`src/rtl/jk_bank_arbiter.sv`:
```
// Round-robin arbitrated bank of JK storage bits: one requester command per clock
// is granted and applied to the addressed bit.
module jk_bank_arbiter #(
    parameter int NREQ  = 4,
    parameter int NBITS = 6,
    parameter int AW    = 3
) (
    input  logic                 clk,
    input  logic                 rst,
    input  logic                 en,
    input  logic [NREQ-1:0]      req,
    input  logic [NREQ-1:0]      j,
    input  logic [NREQ-1:0]      k,
    input  logic [NREQ*AW-1:0]   addr,
    output logic [NREQ-1:0]      gnt,
    output logic                 err,
    output logic [2:0]           last_id,
    output logic [NBITS-1:0]     q
);

    logic [NREQ-1:0]  gnt_q, gnt_d;
    logic             err_q, err_d;
    logic [2:0]       last_q, last_d;
    logic [2:0]       ptr_q, ptr_d;
    logic [NBITS-1:0] bank_q, bank_d;

    logic [NREQ-1:0]  elig;
    logic             found;
    logic [2:0]       win;
    logic [AW-1:0]    waddr;
    logic             wj, wk;

    function automatic logic jk_next(input logic cur, input logic jj, input logic kk);
        case ({jj, kk})
            2'b01:   jk_next = 1'b0;
            2'b10:   jk_next = 1'b1;
            2'b11:   jk_next = ~cur;
            default: jk_next = cur;
        endcase
    endfunction

    // Last cycle's winner sits out one cycle so it can drop req without a double issue.
    always_comb begin
        elig  = req & ~gnt_q;
        found = 1'b0;
        win   = '0;
        waddr = '0;
        wj    = 1'b0;
        wk    = 1'b0;
        if (en) begin
            for (int o = 0; o < NREQ; o++) begin
                for (int i = 0; i < NREQ; i++) begin
                    if (!found && elig[i] && (i == ((int'(ptr_q) + o) % NREQ))) begin
                        found = 1'b1;
                        win   = 3'(i);
                        waddr = addr[i*AW +: AW];
                        wj    = j[i];
                        wk    = k[i];
                    end
                end
            end
        end
    end

    always_comb begin
        gnt_d  = '0;
        err_d  = 1'b0;
        last_d = last_q;
        ptr_d  = ptr_q;
        bank_d = bank_q;
        if (found) begin
            gnt_d  = NREQ'(1) << win;
            last_d = win;
            ptr_d  = (win == 3'(NREQ - 1)) ? 3'd0 : win + 3'd1;
            if (int'(waddr) < NBITS) begin
                for (int b = 0; b < NBITS; b++) begin
                    if (int'(waddr) == b) begin
                        bank_d[b] = jk_next(bank_q[b], wj, wk);
                    end
                end
            end else begin
                err_d = 1'b1;
            end
        end
    end

    always_ff @(posedge clk or negedge rst) begin
        if (!rst) begin
            gnt_q  <= '0;
            err_q  <= 1'b0;
            last_q <= '0;
            ptr_q  <= '0;
            bank_q <= '0;
        end else begin
            gnt_q  <= gnt_d;
            err_q  <= err_d;
            last_q <= last_d;
            ptr_q  <= ptr_d;
            bank_q <= bank_d;
        end
    end

    assign gnt     = gnt_q;
    assign err     = err_q;
    assign last_id = last_q;
    assign q       = bank_q;

endmodule

```
`config.mk`:
```
export PLATFORM = sky130hd
export DESIGN_NAME = jk_bank_arbiter
export DESIGN_NICKNAME = d
export VERILOG_FILES = /design/src/rtl/jk_bank_arbiter.sv
export SDC_FILE = /design/constraint.sdc
export NUM_CORES = 1
export LEC_CHECK = 0
export ABC_AREA = 0
export BUFFER_PORTS_ARGS = -buffer_cell sky130_fd_sc_hd__buf_2
export CORE_ASPECT_RATIO = 1.1
export CORE_UTILIZATION = 59
export CTS_CLUSTER_DIAMETER = 50
export DETAILED_ROUTE_END_ITERATION = 12
export MAX_ROUTING_LAYER = met4
export PLACE_DENSITY = 0.86
export SYNTH_ARGS = -nofsm -noshare
export SYNTH_HDL_FRONTEND = slang
export SYNTH_SLANG_ARGS = --single-unit
```
`constraint.sdc`:
```
create_clock -name clk -period 4.7 [get_ports clk]
set_clock_uncertainty 0.2 [all_clocks]
set_input_delay 0.235 -clock clk [delete_from_list [all_inputs] [get_ports clk]]
set_output_delay 0.235 -clock clk [all_outputs]
set_load 0.05 [all_outputs]
```
## Yosys cells after proc, flatten, opt, wreduce, memory -nomap -nowiden

Index checks and enable logic that the tools add are counted.

- Register bits: 16
- Output and inout bits: 14
- Input port bits: 27
- Word-level logic and storage cells: 218

- Magnitude comparators: 1
- Eq/ne operators: 21
- Reductions and logical operators: 61
- Shifts and indexed selects: 1
- Bitwise operators: 11
- Add/sub/neg operators: 4
- Mux-type cells: 109

Operators with widths:

| cell | number |
|---|---|
| 32-bit logical NOT | 4 |
| 3-bit 2-to-1 mux | 32 |
| 1-bit 2-to-1 mux | 69 |
| 1-bit logical AND | 31 |
| 4-bit AND reduction | 6 |
| 3-bit equality test, first input constant | 6 |
| 1-bit case mux with 3 select lines | 6 |
| 1-bit logical NOT | 15 |
| 3-bit equality test, second input constant | 4 |
| 2-bit by 3-bit equality test with 1-bit output, first input constant | 3 |
| 3-bit by 2-bit equality test with 1-bit output, second input constant | 2 |
| 1-bit inverter | 6 |
| 2-bit OR reduction | 3 |
| 2-bit by 1-bit adder with 2-bit output, second input constant | 2 |
| 2-bit adder, second input constant | 2 |
| 4-bit AND | 1 |
| 2-bit equality test, first input constant | 2 |
| 2-bit equality test, second input constant | 2 |
| 4-bit 2-to-1 mux | 1 |
| 4-bit inverter | 1 |
| 1-bit by 3-bit << shifter with 4-bit output, first input constant | 1 |
| 1-bit AND, first input constant | 3 |
| 3-bit logical NOT | 1 |
| 3-bit less-than comparator, second input constant | 1 |
| 4 further kinds | 4 |

## Logic depth before layout (Yosys ltp)

- Word-level depth: 83
- Depth in mapped cells: 10
- Mapped depth without buffers: 8

## Worst setup path before layout

No wires, ideal clock.

- Path type: register -> register
- From: reg gnt_q[0] (netlist: gnt[0])
- To: reg bank_q[5] (netlist: q[5])
- Setup slack: 1,721 ps
- Data arrival time: 2,651 ps
- Data required time: 4,372 ps
- Setup time: 128 ps
- Stages on the path, launching flop included: 11
- Buffers on the path: 2
- Period minus slack after synthesis: 2,979 ps
- Path through: dfrtp_1 nor2b_1 buf_6 or4_4 buf_6 o221a_4 o211ai_2 o31ai_2 and2b_4 nor4b_2 mux2_1

- Longest elaborated chain between the ends: 83
- Elaborated cells on any way between the ends: 139
- Classes of those cells: order compare: 1; eq/ne: 4; mux: 84; bitwise: 2; reduce/logical: 48

Ends and longest elaborated chain:

| element | line | RTL |
|---|---|---|
| from (decl) | 21 | `logic [NREQ-1:0] gnt_q, gnt_d;` |
| from (signal assigned) | 95 | `gnt_q <= gnt_d;` |
| 4-bit inverter * | 44 | `elig = req & ~gnt_q;` |
| 4-bit AND * | 44 |  |
| branches (longest 81 deep; another with 1-bit logical AND) | -- |  |
| to (signal assigned) | 99 | `bank_q <= bank_d;` |
| to (decl) | 25 | `logic [NBITS-1:0] bank_q, bank_d;` |

Every way passes the cells marked *. The select of a mux whose other input is x is not followed.
A chain may end at the register's enable or synchronous reset.

## Worst setup path after layout

- From: reg gnt_q[2] (netlist: gnt[2])
- To: reg bank_q[3] (netlist: q[3])

- Longest elaborated chain between the ends: 74
- Elaborated cells on any way between the ends: 124
- Classes of those cells: order compare: 1; eq/ne: 4; mux: 74; bitwise: 2; reduce/logical: 43

Ends and longest elaborated chain:

| element | line |
|---|---|
| 4-bit inverter * | 44 |
| 4-bit AND * | 44 |
| branches (longest 72 deep; another with 1-bit logical AND) | -- |

Marks and branches as above.

==> results.json <==
{
  "track_usage": 0.404,
  "num_vias": 2052,
  "worstSetupPathType": "reg2reg",
  "p_seq_frac": 0.280,
  "syn-cell-area_mm2": 0.00180,
  "coreArea_mm2": 0.00283,
  "dp_slack_ns": 1.40,
  "clockBufferDepth": 2,
  "area_growth_syn_to_layout_pct": 10.5,
  "synth-xor-area-share": 0,
  "die_y_um": 60,
  "maxSlewViolCount": 0,
  "synthSimpleGateAreaFrac": 0.383,
  "p_comb_frac": 0.619,
  "grt_max_degree": 25,
  "clk_latency_ns": 0.29,
  "wire_per_inst_um": 19.4,
  "layout-drive-gt1-share": 0.237,
  "post_cts_buffers": 0,
  "synth.area.mux_share": 0.0451,
  "layout_min_cycle_time_ns": 3.39,
  "drt_iter0_markers": 177,
  "r2r-start": "gnt[2]$_DFF_PN0_",
  "p_sw_uw": 391,
  "dpl.hpwl_mm": 4.28,
  "cts_root_buffer": "clkbuf_4",
  "die_area_mm2": 0.00328,
  "regToRegSetupSlack_ns": 1.31,
  "synth_cell_types": 64,
  "startpoint_type": "register",
  "power.density_mw_per_mm2": 367,
  "critPathSlowestCell": "nor2b_1",
  "cts_tree": "yes",
  "end_kind": "register",
  "drv_cap": 0,
  "report.final.hold_viol_count": 0,
  "initial_core_util": 0.638,
  "crit_fanout": 11,
  "power.internal_uw": 340,
  "crit_arrival_ns": 3.36,
  "die_x_um": 54.7,
  "io_pins": 41,
  "place_congestion": 1.01,
  "layout_common_cells": "buf_2, nand2_1, o21ai_0, a21oi_1",
  "synth_top_family_by_area": "simple AND/OR/NAND/NOR gates",
  "finalNetCount": 298,
  "ys_ff_latch": 15,
  "setup_slack_ns": 1.31,
  "synth_ff_type": "dfrtp_1",
  "grt_pass1_vias": 1906,
  "leakagePower_nw": 0.855,
  "numCtsBuffers": 3,
  "cts_max_level": 1,
  "cts.clk_slew.worst_paths_ns": 0.09,
  "syn_nets": 267,
  "critPathMaxStageDelay_ns": 0.64,
  "final_common_cell": "buf_2",
  "reg2reg_depth": 8,
  "outcome": "finished, final reports clean",
  "ys_async_sr_fraction": 1.00,
  "rsz0062_at_grt": "false",
  "syn_area_per_cell_um2": 7.65,
  "finalCritPeriodShare": 0.721,
  "setup_viol": 0,
  "grt_pass1_wl_mm": 9.19,
  "vias_per_cell": 6.86,
  "yosys.area_share.adder": 0.0277,
  "drc": 0,
  "clockPowerShare": 0.102,
  "worst_pin_slew_ns": 0.807,
  "drt-total-wl_mm": 5.79,
  "hold_path.class": "in2async",
  "swShare": 0.535,
  "crit_chain": "nor2b_1 -> and4_1 -> a31oi_1 -> and4bb_1 -> o21ai_0 -> and2_1 -> nor4b_2 -> mux2_1",
  "synth_warnings": 0,
  "fmax_mhz": 295,
  "tns_ns": 0,
  "row_count": 20,
  "required_ns": 4.68,
  "synth_compound_area_frac": 0.270,
  "grt-ovfl-total": 0,
  "final_core_utilization": 0.705,
  "peakVddDrop_mv": 0.297,
  "ant_nets": 0,
  "synth_edf_count": 0,
  "netlist_instances": 236,
  "yosysSeqAreaShare": 0.208,
  "clkSinkCount": 15,
  "relSlewSlack": 0.461,
  "port_buffers": 39,
  "total_power_uw": 731,
  "antenna_found_initial": 0,
  "first_pass_iters": 7,
  "diodes": 0,
  "reg2reg_to": "q[3]$_DFFE_PN0P_"
}
what timing repair did:
item	4_1_cts	5_1_grt
hold endpoints to repair	15	0
gates resized for setup	0	0
hold buffers	1	0
sequential cells by signal (all words and copies together) (netlist names):
name and cells:
last_id 2, ptr_q 2, q 6, err 1, gnt 4
area by class of cell:
cell class / count / area, um^2
clock buffers: 3 / 22.5
clock inverters: 1 / 5.00
fillers: 244 / 835
inverters: 6 / 22.5
multi-input cells: 200 / 1310
flip-flops and latches: 15 / 375
well taps: 33 / 41.3
repair buffers: 41 / 213
critical path: cells and delay by family, from the launching register on:
family,cells,cell delay [ns]
and+or+nand+nor,5,1.84
AOI/OAI and AO/OA,2,0.47
DFF,1,0.41
muxes,1,0.35
power groups by stage:
| stage | Clock [mW] | Combinational [mW] | Sequential (mW) |
|---|---|---|---|
| CTS | 0.0771 | 0.444 | 0.202 |
| global placement | 0 | 0.439 | 0.202 |
| global route | 0.0819 | 0.481 | 0.208 |
| finish | 0.0743 | 0.453 | 0.205 |
| detailed placement | 0 | 0.441 | 0.204 |
| floorplan | 0 | 0.268 | 0.274 |
Yosys cell counts, types with 6 or more instances:
cell type,instances,share of area
a21oi_1,16,0.044
nand3_1,13,0.036
o21ai_0,16,0.044
nor2_1,15,0.031
nand2b_1,7,0.024
and2_1,11,0.038
buf_2,8,0.022
nand2_1,28,0.058
dfrtp_1,15,0.21
inv_1,6,0.012
how the worst max path moves through the flow:
stage	startpoint	end	slack [ns]	cells after the start
6_report	gnt[2]$_DFF_PN0_	q[3]$_DFFE_PN0P_	1.31	8
5_1_grt	ptr_q[1]$_DFFE_PN0P_	q[2]$_DFFE_PN0P_	1.03	8
4_1_cts	gnt[2]$_DFF_PN0_	q[3]$_DFFE_PN0P_	1.36	8
3_5_place_dp	gnt[2]$_DFF_PN0_	q[3]$_DFFE_PN0P_	1.40	8
3_3_place_gp	gnt[2]$_DFF_PN0_	q[2]$_DFFE_PN0P_	1.39	8
2_1_floorplan	gnt[0]$_DFF_PN0_	q[5]$_DFFE_PN0P_	1.72	10
per-stage QoR:
stage               hold slack, ns  instance area [um^2]  instances
global route                 0.195                  1990        299
CTS                          0.164                  1990        299
finish                       0.178                  1990        299
floorplan                   -0.261                  1800        236
global placement           -0.0544                  1960        294
detailed placement         -0.0477                  1960        294
kinds of logic (layout without fill, tap and decap cells):
family | Yosys count | after routing
muxes | 7 | 7
adders and majority gates | 4 | 4
and+or+nand+nor | 117 | 117
buffers and inverters | 21 | 51
AOI/OAI and AO/OA | 71 | 71
other | 1 | 1
DFF | 15 | 15
layer usage:
| metal | part of all wire | wire, um | vias to the layer above | GRT usage |
|---|---|---|---|---|
| met5 | 0 | 0 | - | - |
| met4 | 0.038 | 221 | 0 | 0.223 |
| met3 | 0.085 | 494 | 17 | 0.0585 |
| met2 | 0.47 | 2740 | 129 | 0.620 |
| met1 | 0.40 | 2340 | 958 | 0.497 |
| li1 | - | - | 948 | - |
No activity file was read; power rests on OpenSTA's default activity.
